===== config.mk =====
export PLATFORM = sky130hd
export DESIGN_NAME = mult_arbiter
export DESIGN_NICKNAME = d
export VERILOG_FILES = /design/src/rtl/mult_pkg.sv /design/src/rtl/mult_pipe_stage.sv /design/src/rtl/mult_arbiter.sv
export SDC_FILE = /design/constraint.sdc
export NUM_CORES = 1
export LEC_CHECK = 0
export ABC_CLOCK_PERIOD_IN_PS = 4550
export BUFFER_PORTS_ARGS = -buffer_cell sky130_fd_sc_hd__buf_4
export CAP_MARGIN = 15
export CORE_MARGIN = 1.5
export CORE_UTILIZATION = 40
export CTS_BUF_LIST = sky130_fd_sc_hd__clkbuf_8
export DETAILED_ROUTE_END_ITERATION = 10
export HOLD_SLACK_MARGIN = 0.1
export PLACE_DENSITY_LB_ADDON = 0.3
export SYNTH_ARGS = -nofsm -noshare
export SYNTH_HDL_FRONTEND = slang
export SYNTH_SLANG_ARGS = --single-unit

===== constraint.sdc =====
create_clock -name clk -period 4.55 [get_ports clk]
set_input_delay 0.2275 -clock clk [delete_from_list [all_inputs] [get_ports clk]]
set_output_delay 0.2275 -clock clk [all_outputs]
set_load 0.05 [all_outputs]

===== src/rtl/mult_pkg.sv =====
// Shared defaults and helpers for the round-robin multiplier arbiter.
package mult_pkg;

  localparam int unsigned DefNReq = 4;
  localparam int unsigned DefW    = 8;

  // Width of a requester index; never narrower than one bit.
  function automatic int unsigned id_width(input int unsigned n);
    return (n > 1) ? $clog2(n) : 1;
  endfunction

endpackage


===== src/rtl/mult_pipe_stage.sv =====
// Shared W x W multiplier feeding the result (S2) register; holds when en is low.
module mult_pipe_stage import mult_pkg::*; #(
  parameter int unsigned W   = DefW,
  parameter int unsigned IdW = id_width(DefNReq)
) (
  input  logic           clk,
  input  logic           rst_n,
  input  logic           en,
  input  logic           in_valid,
  input  logic [IdW-1:0] in_id,
  input  logic [W-1:0]   in_a,
  input  logic [W-1:0]   in_b,
  output logic           out_valid,
  output logic [IdW-1:0] out_id,
  output logic [W-1:0]   out_data
);

  logic [W-1:0] product;

  // Product is evaluated in a W-bit context, so it is already truncated mod 2^W.
  assign product = in_a * in_b;

  always_ff @(posedge clk or negedge rst_n) begin
    if (!rst_n) begin
      out_valid <= 1'b0;
      out_id    <= '0;
      out_data  <= '0;
    end else if (en) begin
      out_valid <= in_valid;
      if (in_valid) begin
        out_id   <= in_id;
        out_data <= product;
      end
    end
  end

endmodule


===== src/rtl/mult_arbiter.sv =====
// Round-robin arbiter sharing one two-stage multiplier pipeline among N_REQ requesters.
module mult_arbiter import mult_pkg::*; #(
  parameter int unsigned N_REQ = DefNReq,
  parameter int unsigned W     = DefW,
  localparam int unsigned IdW  = id_width(N_REQ)
) (
  input  logic               clk,
  input  logic               rst_n,
  input  logic [N_REQ-1:0]   req_valid,
  input  logic [N_REQ*W-1:0] req_a,
  input  logic [N_REQ*W-1:0] req_b,
  output logic [N_REQ-1:0]   req_ready,
  output logic               rsp_valid,
  output logic [IdW-1:0]     rsp_id,
  output logic [W-1:0]       rsp_data,
  input  logic               rsp_ready,
  output logic               busy
);

  logic [IdW-1:0] ptr_q, ptr_d;
  logic           s1_valid_q;
  logic [IdW-1:0] s1_id_q;
  logic [W-1:0]   s1_a_q, s1_b_q;

  logic           advance;
  logic           grant_found;
  logic           do_grant;
  logic [IdW-1:0] grant_id;
  int unsigned    cand;

  assign advance = !rsp_valid | rsp_ready;

  // Search upward from ptr with wrap-around; first requesting index wins.
  always_comb begin
    grant_found = 1'b0;
    grant_id    = '0;
    cand        = 0;
    for (int unsigned k = 0; k < N_REQ; k++) begin
      cand = 32'(ptr_q) + k;
      if (cand >= N_REQ) cand = cand - N_REQ;
      if (!grant_found && req_valid[cand]) begin
        grant_found = 1'b1;
        grant_id    = IdW'(cand);
      end
    end
  end

  // rst_n gates the grant so req_ready is zero throughout reset.
  assign do_grant  = grant_found & advance & rst_n;
  assign req_ready = do_grant ? ({{(N_REQ-1){1'b0}}, 1'b1} << grant_id) : '0;

  always_comb begin
    ptr_d = ptr_q;
    if (do_grant) begin
      ptr_d = (grant_id == IdW'(N_REQ - 1)) ? '0 : grant_id + 1'b1;
    end
  end

  always_ff @(posedge clk or negedge rst_n) begin
    if (!rst_n) begin
      ptr_q      <= '0;
      s1_valid_q <= 1'b0;
      s1_id_q    <= '0;
      s1_a_q     <= '0;
      s1_b_q     <= '0;
    end else begin
      ptr_q <= ptr_d;
      if (advance) begin
        s1_valid_q <= do_grant;
        if (do_grant) begin
          s1_id_q <= grant_id;
          s1_a_q  <= req_a[grant_id*W +: W];
          s1_b_q  <= req_b[grant_id*W +: W];
        end
      end
    end
  end

  mult_pipe_stage #(
    .W   (W),
    .IdW (IdW)
  ) u_pipe (
    .clk       (clk),
    .rst_n     (rst_n),
    .en        (advance),
    .in_valid  (s1_valid_q),
    .in_id     (s1_id_q),
    .in_a      (s1_a_q),
    .in_b      (s1_b_q),
    .out_valid (rsp_valid),
    .out_id    (rsp_id),
    .out_data  (rsp_data)
  );

  assign busy = s1_valid_q | rsp_valid;

endmodule


==> results.cfg, run 1 <==
[status]
run_status = completed

[synth]
avgSynthCellArea_um2 = 9.23
synth_area_mm2 = 0.00287
syn_inst = 311
yosysWarnings = 0
mappedNetlistNets = 414
synth_seq_cells = 32
ys_types = 34
yosysSeqAreaShare_pct = 27.9

[sta]
finalCritPeriodShare_pct = 86.5
tns_ns = 0
hold_violations = 0
rsz0062_at_grt = no
period_needed_ns = 3.94
setup-violations-final = 0
skew_ns = 0.00432
drv_slew = 0
worstMarginPinSlew_ns = 1.14
max_freq_mhz = 254
relSlewSlack_pct = 24.3

[final_layout]
drive_gt1_share_pct = 28.9
fillerInstances = 639
nets = 490
fin_cells = 484
diodes = 0
area_delta_synth_final_pct = 27.9

[die]
fp.dieArea_mm2 = 0.00769
num_rows = 30
coreArea_mm2 = 0.00687
die_w_um = 87.7
io_pins = 87
die_h_um = 87.7
initial_core_util_pct = 41.8

[grt]
grt_use_total_pct = 20.1
grt_first_pass_wirelength_mm = 12.1
overflow = 0
grt_max_degree = 34
antenna_found_initial = 0
first_global_vias = 2581

[place]
place_inst = 475
port_buffers = 86
dp_hpwl_mm = 5.63
place.gp.congestion = 0.857

[drt]
route.detailed.drc = 0
ant_nets = 0
via_per_inst = 5.27
routed-via-count = 2551
routed_wl_mm = 7.35
routedWlPerCell_um = 15.2
dr.pass1.iters = 5
dr.first_iter.drc_count = 149

[cts]
clk_latency_ns = 0.29
clk_path_buf_depth = 2
clk_pin_slew_ns = 0.07
clkSinkCount = 32
cts_root_buf = clkbuf_8
htree_num_levels = 2
cts_setup_buffers = 0
tritoncts = done
cts_buffers = 5

[min_path]
min_path_type = input pin to flip-flop

[worst_setup_path]
worst-setup-path-type = flip-flop to flip-flop
endpoint_kind = flip-flop
cp_data_required_time_ns = 4.76
critical_path_arrival_ns = 4.15
cp_slowest_cell = fa_1
crit_chain = nand2_1, fa_1, fa_1, inv_1, fa_1, inv_1, fa_1, xor2_1, xnor3_1, xnor3_1, xnor3_1, o21ai_1
cp_max_fo = 8
crit_top_cell = fa_1
cp-start-kind = flip-flop
critPathMaxStageDelay_ns = 0.55

[power]
power.density_mw_per_mm2 = 661
power_leakage_nw = 1.73
ir_worst_vdd_mv = 0.264

[job]
drv_cap = 0
-- worst max-delay path: cells and delay by family, from the launching register on --
| kind | cells | cell delay, ns |
|---|---|---|
| fa+ha+maj | 4 | 1.94 |
| xor+xnor | 4 | 1.14 |
| flops | 1 | 0.45 |
| buf+inv | 2 | 0.12 |
| simple gates | 1 | 0.11 |
| compound gates | 1 | 0.11 |
-- path summary, 6_finish.rpt --
kind	startpoint	endpoint	slack, ns	depth (start not counted)
max reg2reg	s1_a_q[1]$_DFFE_PN0P_	u_pipe.out_data[7]$_DFFE_PN0P_	0.61	12
max in group asynchronous	rst_n	s1_b_q[5]$_DFFE_PN0P_	3.82	2
min in group asynchronous	rst_n	u_pipe.out_data[5]$_DFFE_PN0P_	0.41	2
max	s1_a_q[1]$_DFFE_PN0P_	u_pipe.out_data[7]$_DFFE_PN0P_	0.61	12
min	rsp_ready	u_pipe.out_valid$_DFFE_PN0N_	0.26	3
min reg2reg	u_pipe.out_data[4]$_DFFE_PN0P_	u_pipe.out_data[4]$_DFFE_PN0P_	0.48	2
-- synth_stat cells --
master / n / area, µm²
nand2_1: 48 / 180
dfrtp_1: 32 / 801
nor4b_1: 32 / 280
a211oi_1: 28 / 210
inv_1: 27 / 101
ha_1: 20 / 250
o31ai_1: 17 / 128
and2_1: 16 / 100
clkbuf_1: 14 / 52.6
fa_1: 12 / 240
nor2_1: 7 / 26.3
o21ai_0: 6 / 30.0
xnor2_1: 6 / 52.6
buf_6: 5 / 56.3
mux2_2: 5 / 56.3
a211oi_2: 4 / 50.1
xor2_1: 4 / 35.0
a21oi_1: 3 / 15.0
nand2b_1: 3 / 18.8
o21ai_1: 3 / 15.0
xnor3_1: 3 / 67.6
a21o_1: 2 / 15.0
buf_2: 2 / 10.0
inv_2: 2 / 7.51
a21boi_1: 1 / 7.51
a221o_1: 1 / 10.0
and3b_1: 1 / 8.76
buf_1: 1 / 3.75
mux2i_1: 1 / 10.0
nand3_1: 1 / 5.00
nor2b_1: 1 / 6.26
o21a_1: 1 / 7.51
or2_2: 1 / 6.26
or3_1: 1 / 6.26
-- where the power goes --
part	internal, W	switching, W
Sequential	0.000405	0.000129
Combinational	0.000722	0.000891
Clock	0.000162	0.000117
-- metrics by stage --
stage	setup WS [ns]	total power, W	hold slack [ns]	utilization, %	cell area (µm²)
2_1_floorplan	0.874	0.00181	-0.0681	-	2870
3_3_place_gp	0.775	0.00212	0.201	51.7	3550
3_5_place_dp	0.597	0.00217	0.203	51.7	3550
4_1_cts	0.614	0.00246	0.249	53.4	3670
5_1_grt	0.433	0.00269	0.271	53.4	3670
6_report	0.612	0.00243	0.258	53.4	3670
-- layout by cell type (no fill, tap or decap), drive strengths merged, types with 2 or more instances in the layout --
| master | Yosys | routed |
|---|---|---|
| ha | 20 | 20 |
| nand2b | 3 | 3 |
| nor4b | 32 | 32 |
| nand2 | 48 | 48 |
| xnor3 | 3 | 3 |
| and2 | 16 | 16 |
| buf | 8 | 90 |
| inv | 29 | 29 |
| clkbuf | 14 | 5 |
| dfrtp | 32 | 32 |
| o21ai | 9 | 9 |
| o31ai | 17 | 17 |
| a211oi | 32 | 32 |
| a21oi | 3 | 3 |
| nor2 | 7 | 7 |
| fa | 12 | 12 |
| xnor2 | 6 | 6 |
| a21o | 2 | 2 |
| xor2 | 4 | 4 |
| mux2 | 5 | 5 |
-- repair_timing --
| item | in CTS | in global routing |
|---|---|---|
| endpoints found under the setup margin | 0 | 0 |
| gates resized for setup | 0 | 0 |
| hold endpoints to repair | 32 | 0 |
| hold buffers | 1 | 0 |
-- cells by family after synthesis --
kind of cell | synth area share [%]
compound gates | 17.0
xor+xnor | 5.41
fa+ha+maj | 17.1
buf+inv | 8.06
flops | 27.9
mux | 2.31
simple gates | 22.2
-- metal layers --
layer | share of wire, % | global-route usage (%) | wire (µm)
met5 | 0 | 0 | 0
met4 | 1.2 | 4.76 | 86
met3 | 5.8 | 5.94 | 427
met2 | 47 | 32.9 | 3490
met1 | 46 | 26.3 | 3350
-- registers in the layout, summed over array words and instances (netlist names) --
| register | count |
|---|---|
| s1_a_q | 8 |
| s1_b_q | 8 |
| u_pipe.out_data | 8 |
| ptr_q | 2 |
| s1_id_q | 2 |
| u_pipe.out_id | 2 |
| s1_valid_q | 1 |
| u_pipe.out_valid | 1 |
-- area by class of cell --
class | count | area, µm² | area share [%]
repair buffers | 91 | 686 | 18.7
well taps | 96 | 120 | 3.27
multi-input cells | 228 | 1840 | 50.2
clock inverters | 3 | 42.5 | 1.16
inverters | 29 | 109 | 2.97
clock buffers | 5 | 68.8 | 1.87
flip-flops and latches | 32 | 801 | 21.8
Power figures use the tool's default switching activity.
==> run 2: changes to the inputs <==
--- a/config.mk
+++ b/config.mk
@@ -5,7 +5,7 @@
 export SDC_FILE = /design/constraint.sdc
 export NUM_CORES = 1
 export LEC_CHECK = 0
-export ABC_CLOCK_PERIOD_IN_PS = 4550
+export ABC_CLOCK_PERIOD_IN_PS = 3700
 export BUFFER_PORTS_ARGS = -buffer_cell sky130_fd_sc_hd__buf_4
 export CAP_MARGIN = 15
 export CORE_MARGIN = 1.5
==> constraint.sdc (replaced) <==
create_clock -name clk -period 3.7 [get_ports clk]
set_input_delay 0.185 -clock clk [delete_from_list [all_inputs] [get_ports clk]]
set_output_delay 0.185 -clock clk [all_outputs]
set_load 0.05 [all_outputs]
==> results.cfg, run 2 (same netlist as run 1, synthesis figures left out) <==
[power]
p_seq_share_pct = 19.9
p_sw_w = 0.00149
power.density_mw_per_mm2 = 831
p_sw_share_pct = 47.2
power_leakage_nw = 1.79
ir_worst_vdd_mv = 0.446
internal_power_w = 0.00166
p_comb_share_pct = 71.2
p_total_w = 0.00315
clockPowerShare_pct = 8.9

[min_path]
hold_depth = 3
hold_path_end = u_pipe.out_valid$_DFFE_PN0N_
min_path_type = input pin to flip-flop
hold_path_startpoint = rsp_ready

[cts]
clk_path_buf_depth = 2
htree_num_levels = 2
tritoncts = done
clk_latency_ns = 0.29
cts_root_buf = clkbuf_8
clk_pin_slew_ns = 0.08
cts_buffers = 5
clkSinkCount = 32

[sta]
skew_ns = 0.0132
hold_violations = 0
tns_ns = 0
period_needed_ns = 3.54
worstMarginPinSlew_ns = 0.815
holdWs_ns = 0.232
max_freq_mhz = 283
setup-violations-final = 0
worst_slack_ns = 0.162
finalCritPeriodShare_pct = 95.6
relSlewSlack_pct = 45.6
drv_slew = 0

[final_layout]
fillerInstances = 632
top_regs = s1_a_q: 8 flops, s1_b_q: 8 flops, u_pipe.out_data: 8 flops
mostFrequentLayoutCell = buf_4
drive_gt1_share_pct = 32.6
area_delta_synth_final_pct = 31.9
layout_common_cells = buf_4, nand2_1, nor4b_1, dfrtp_1, a211oi_1
post-route-util_pct = 55.1
nets = 504
diodes = 0

[place]
dp_hpwl_mm = 5.84
place.gp.congestion = 0.841
place_ws_ns = -0.115
port_buffers = 86

[worst_setup_path]
endpoint_kind = flip-flop
worst-setup-path-type = flip-flop to flip-flop
ff2ff_setup_slack_ns = 0.16
rr_startpoint = s1_b_q[4]$_DFFE_PN0P_
cp_num_buf_inv = 6
crit_chain = buf_4, buf_4, buf_4, nand2_1, fa_1, inv_1, fa_1, ha_1, inv_1, fa_1, inv_1, ha_4, a21o_1, a21oi_2, xnor3_1, o21ai_1
cp_top_family = adder cells
cp-start-kind = flip-flop
critical_path_arrival_ns = 3.75
reg2reg_depth = 16
cp_slowest_cell = fa_1
timing.rr.end = u_pipe.out_data[7]$_DFFE_PN0P_
critPathMaxStageDelay_ns = 0.53
cp_max_fo = 3
cp_data_required_time_ns = 3.92

[die]
die_w_um = 87.7
coreArea_mm2 = 0.00687
fp.dieArea_mm2 = 0.00769
io_pins = 87
initial_core_util_pct = 41.8
die_h_um = 87.7
num_rows = 30

[job]
drv_cap = 0

[drt]
routedWlPerCell_um = 15.4
dr.pass1.iters = 4
routed-via-count = 2640
route.detailed.drc = 0
via_per_inst = 5.30
routed_wl_mm = 7.68
dr.first_iter.drc_count = 164
ant_nets = 0

[grt]
antenna_found_initial = 0
grt_use_total_pct = 20.8
grt_max_degree = 34
grt_first_pass_wirelength_mm = 12.3
first_global_vias = 2587
overflow = 0

[status]
run_status = completed
run 2: metrics by stage:
stage | instance area [µm²] | std cells
final | 3790 | 498
after global routing | 3790 | 498
after CTS | 3740 | 496
after detailed placement | 3620 | 484
after global placement | 3620 | 484
after floorplan | 2870 | 311
run 2: power by group through the flow:
stage / sequential [W] / clock [W] / combinational, W
global placement: 0.000626 / 0 / 0.00204
CTS: 0.000627 / 0.000287 / 0.00214
detailed placement: 0.000638 / 0 / 0.00211
finish: 0.000627 / 0.000281 / 0.00224
global route: 0.000652 / 0.000305 / 0.00249
floorplan: 0.000788 / 0 / 0.00144
run 2: layout make-up:
class / instances / area [µm²] / area share [%]
multi-input cells: 228 / 1870 / 49.5
flip-flops and latches: 32 / 801 / 21.2
repair buffers: 105 / 791 / 20.9
well taps: 96 / 120 / 3.17
inverters: 29 / 109 / 2.88
clock buffers: 5 / 68.8 / 1.82
clock inverters: 3 / 23.8 / 0.628
run 2: metal layers:
metal  GRT usage, %  share of wire, %  up-vias
met1           27.3                45     1279
met2           35.5                50       79
met3           4.62               4.8        5
met4           3.46              0.52        0
met5              0                 0        -
li1               -                 -     1277
run 2: how the worst max path moves through the flow:
| stage | startpoint | endpoint | cells after the start |
|---|---|---|---|
| 2_1_floorplan | s1_a_q[1]$_DFFE_PN0P_ | u_pipe.out_data[7]$_DFFE_PN0P_ | 12 |
| 3_3_place_gp | s1_b_q[3]$_DFFE_PN0P_ | u_pipe.out_data[7]$_DFFE_PN0P_ | 12 |
| 3_5_place_dp | s1_b_q[3]$_DFFE_PN0P_ | u_pipe.out_data[7]$_DFFE_PN0P_ | 12 |
| 4_1_cts | s1_b_q[4]$_DFFE_PN0P_ | u_pipe.out_data[7]$_DFFE_PN0P_ | 12 |
| 5_1_grt | s1_b_q[4]$_DFFE_PN0P_ | u_pipe.out_data[7]$_DFFE_PN0P_ | 16 |
| 6_report | s1_b_q[4]$_DFFE_PN0P_ | u_pipe.out_data[7]$_DFFE_PN0P_ | 16 |
run 2: worst min-delay path: cells and delay by family:
| kind | cells | cell delay, ns |
|---|---|---|
| buffers and inverters | 1 | 0.08 |
| and+or+nand+nor | 2 | 0.22 |
run 2: timing repair:
action,CTS,global route
buffers inserted,3,2
resized for setup,0,5
setup endpoints to repair,1,1
hold buffers,1,0
pin swaps,2,6
hold endpoints to repair,32,0
==> run 3: changes to the inputs <==
--- a/config.mk
+++ b/config.mk
@@ -9,11 +9,12 @@
 export BUFFER_PORTS_ARGS = -buffer_cell sky130_fd_sc_hd__buf_4
 export CAP_MARGIN = 15
 export CORE_MARGIN = 1.5
-export CORE_UTILIZATION = 40
+export CORE_UTILIZATION = 54
 export CTS_BUF_LIST = sky130_fd_sc_hd__clkbuf_8
 export DETAILED_ROUTE_END_ITERATION = 10
 export HOLD_SLACK_MARGIN = 0.1
 export PLACE_DENSITY_LB_ADDON = 0.3
+export SETUP_SLACK_MARGIN = 0.1
 export SYNTH_ARGS = -nofsm -noshare
 export SYNTH_HDL_FRONTEND = slang
 export SYNTH_SLANG_ARGS = --single-unit
==> results.cfg, run 3 (same netlist as run 1, synthesis figures left out) <==
[cts]
clk_path_buf_depth = 2
htree_num_levels = 2
cts_root_buf = clkbuf_8
tritoncts = done
clkSinkCount = 32
cts_buffers = 5
clk_latency_ns = 0.29
clk_pin_slew_ns = 0.07

[sta]
worstMarginPinSlew_ns = 0.822
skew_ns = 0.00945
relSlewSlack_pct = 45.2
drv_slew = 0
finalCritPeriodShare_pct = 94.6
hold_violations = 0
setup-violations-final = 0
period_needed_ns = 3.50
rsz0062_at_grt = no
max_freq_mhz = 286

[grt]
first_global_vias = 2671
grt_first_pass_wirelength_mm = 12.6
antenna_found_initial = 0
overflow = 0
grt_max_degree = 35
grt_use_total_pct = 27.5

[power]
ir_worst_vdd_mv = 0.700
power_leakage_nw = 1.76
p_comb_share_pct = 71.4
p_seq_share_pct = 20.0
p_sw_share_pct = 48.0
p_sw_w = 0.00155
power.density_mw_per_mm2 = 867
internal_power_w = 0.00168
clockPowerShare_pct = 8.7

[worst_setup_path]
cp_max_fo = 5
endpoint_kind = flip-flop
cp_slowest_cell = fa_1
critPathMaxStageDelay_ns = 0.48
critical_path_arrival_ns = 3.71
cp_num_buf_inv = 3
cp_data_required_time_ns = 3.91
worst-setup-path-type = flip-flop to flip-flop
cp-start-kind = flip-flop
crit_chain = buf_4, and2_1, ha_1, fa_1, ha_1, inv_1, fa_2, fa_2, inv_1, a21o_1, a21oi_4, xnor3_1, o21ai_1
cp_top_family = adder cells

[place]
place_area_mm2 = 0.00356
dp_hpwl_mm = 5.74
place.gp.congestion = 0.908
port_buffers = 86

[drt]
ant_nets = 0
routed-via-count = 2627
route.detailed.drc = 0
dr.pass1.iters = 4
via_per_inst = 5.65
routedWlPerCell_um = 16.1
dr.first_iter.drc_count = 138
routed_wl_mm = 7.47

[final_layout]
mostFrequentLayoutCell = buf_4
diodes = 0
nets = 497
final_cell_area_mm2 = 0.00374
area_delta_synth_final_pct = 30.2
post-route-util_pct = 73.2
multi_input_area_mm2 = 0.00190
fillerInstances = 401
top_regs = s1_a_q: 8 flops, s1_b_q: 8 flops, u_pipe.out_data: 8 flops
layout_common_cells = buf_4, nand2_1, nor4b_1
regArea_um2 = 806
drive_gt1_share_pct = 33.9

[die]
io_pins = 87
num_rows = 26
initial_core_util_pct = 56.2
fp.dieArea_mm2 = 0.00576
die_h_um = 75.9
coreArea_mm2 = 0.00511
die_w_um = 75.9

[status]
run_status = completed

[min_path]
min_path_type = input pin to flip-flop

[job]
drv_cap = 0
run 3: cell count changes in the layout (fill, tap and decap cells not counted), sizes merged:
cell / change
clkinvlp: -2
clkbuf: +1
buf: -7
clkinv: +1
run 3: power groups by stage:
stage | registers [W] | clock network [W] | logic, W
4_1_cts | 0.000639 | 0.000283 | 0.00214
6_report | 0.000646 | 0.000281 | 0.00231
3_3_place_gp | 0.000634 | 0 | 0.00203
3_5_place_dp | 0.000644 | 0 | 0.00212
5_1_grt | 0.000673 | 0.000297 | 0.00257
2_1_floorplan | 0.000788 | 0 | 0.00144
run 3: timing repair:
item	CTS	global route
hold endpoints to repair	32	0
resized for setup	5	11
pin swaps	3	5
hold buffers	1	0
setup buffers	2	0
setup endpoints to repair	1	2
run 3: area by class of cell:
type,count,share of cell area [%]
Timing Repair Buffer,98,19.9
Multi-Input combinational cell,228,50.8
Clock inverter,2,0.268
Clock buffer,6,2.21
Inverter,29,2.91
Sequential cell,32,21.6
Tap cell,70,2.34
run 3: metrics by stage:
stage          setup TNS, ns  total power [W]  hold WS (ns)  instances  setup slack, ns
2_1_floorplan              0          0.00222        -0.111        311            0.179
4_1_cts                    0          0.00306         0.236        465            0.107
3_3_place_gp               0          0.00266         0.145        454            0.128
5_1_grt                    0          0.00354         0.254        465           0.0764
6_report                   0          0.00324         0.235        465            0.201
3_5_place_dp         -0.0248          0.00276         0.154        454          -0.0248
run 3: worst paths after layout:
path / start / endpoint / slack (ns) / cells after the start
min reg2reg: u_pipe.out_data[5]$_DFFE_PN0P_ / u_pipe.out_data[5]$_DFFE_PN0P_ / 0.48 / 2
min: rsp_ready / u_pipe.out_valid$_DFFE_PN0N_ / 0.23 / 3
min in group asynchronous: rst_n / u_pipe.out_valid$_DFFE_PN0N_ / 0.38 / 2
max reg2reg: s1_b_q[3]$_DFFE_PN0P_ / u_pipe.out_data[7]$_DFFE_PN0P_ / 0.20 / 13
max: s1_b_q[3]$_DFFE_PN0P_ / u_pipe.out_data[7]$_DFFE_PN0P_ / 0.20 / 13
max in group asynchronous: rst_n / s1_b_q[4]$_DFFE_PN0P_ / 2.98 / 2
run 3: layer usage:
layer | up-vias | global-route usage [%] | routed length (µm)
met5 | - | 0 | 0
met1 | 1246 | 35.4 | 3120
met3 | 19 | 5.42 | 414
met4 | 0 | 10.0 | 232
li1 | 1268 | - | -
met2 | 94 | 46.0 | 3700
run 3: tightest hold or removal path, stage by stage:
cell	delay [ns]
buf_4	0.07
nand2b_1	0.15
nand2_1	0.07
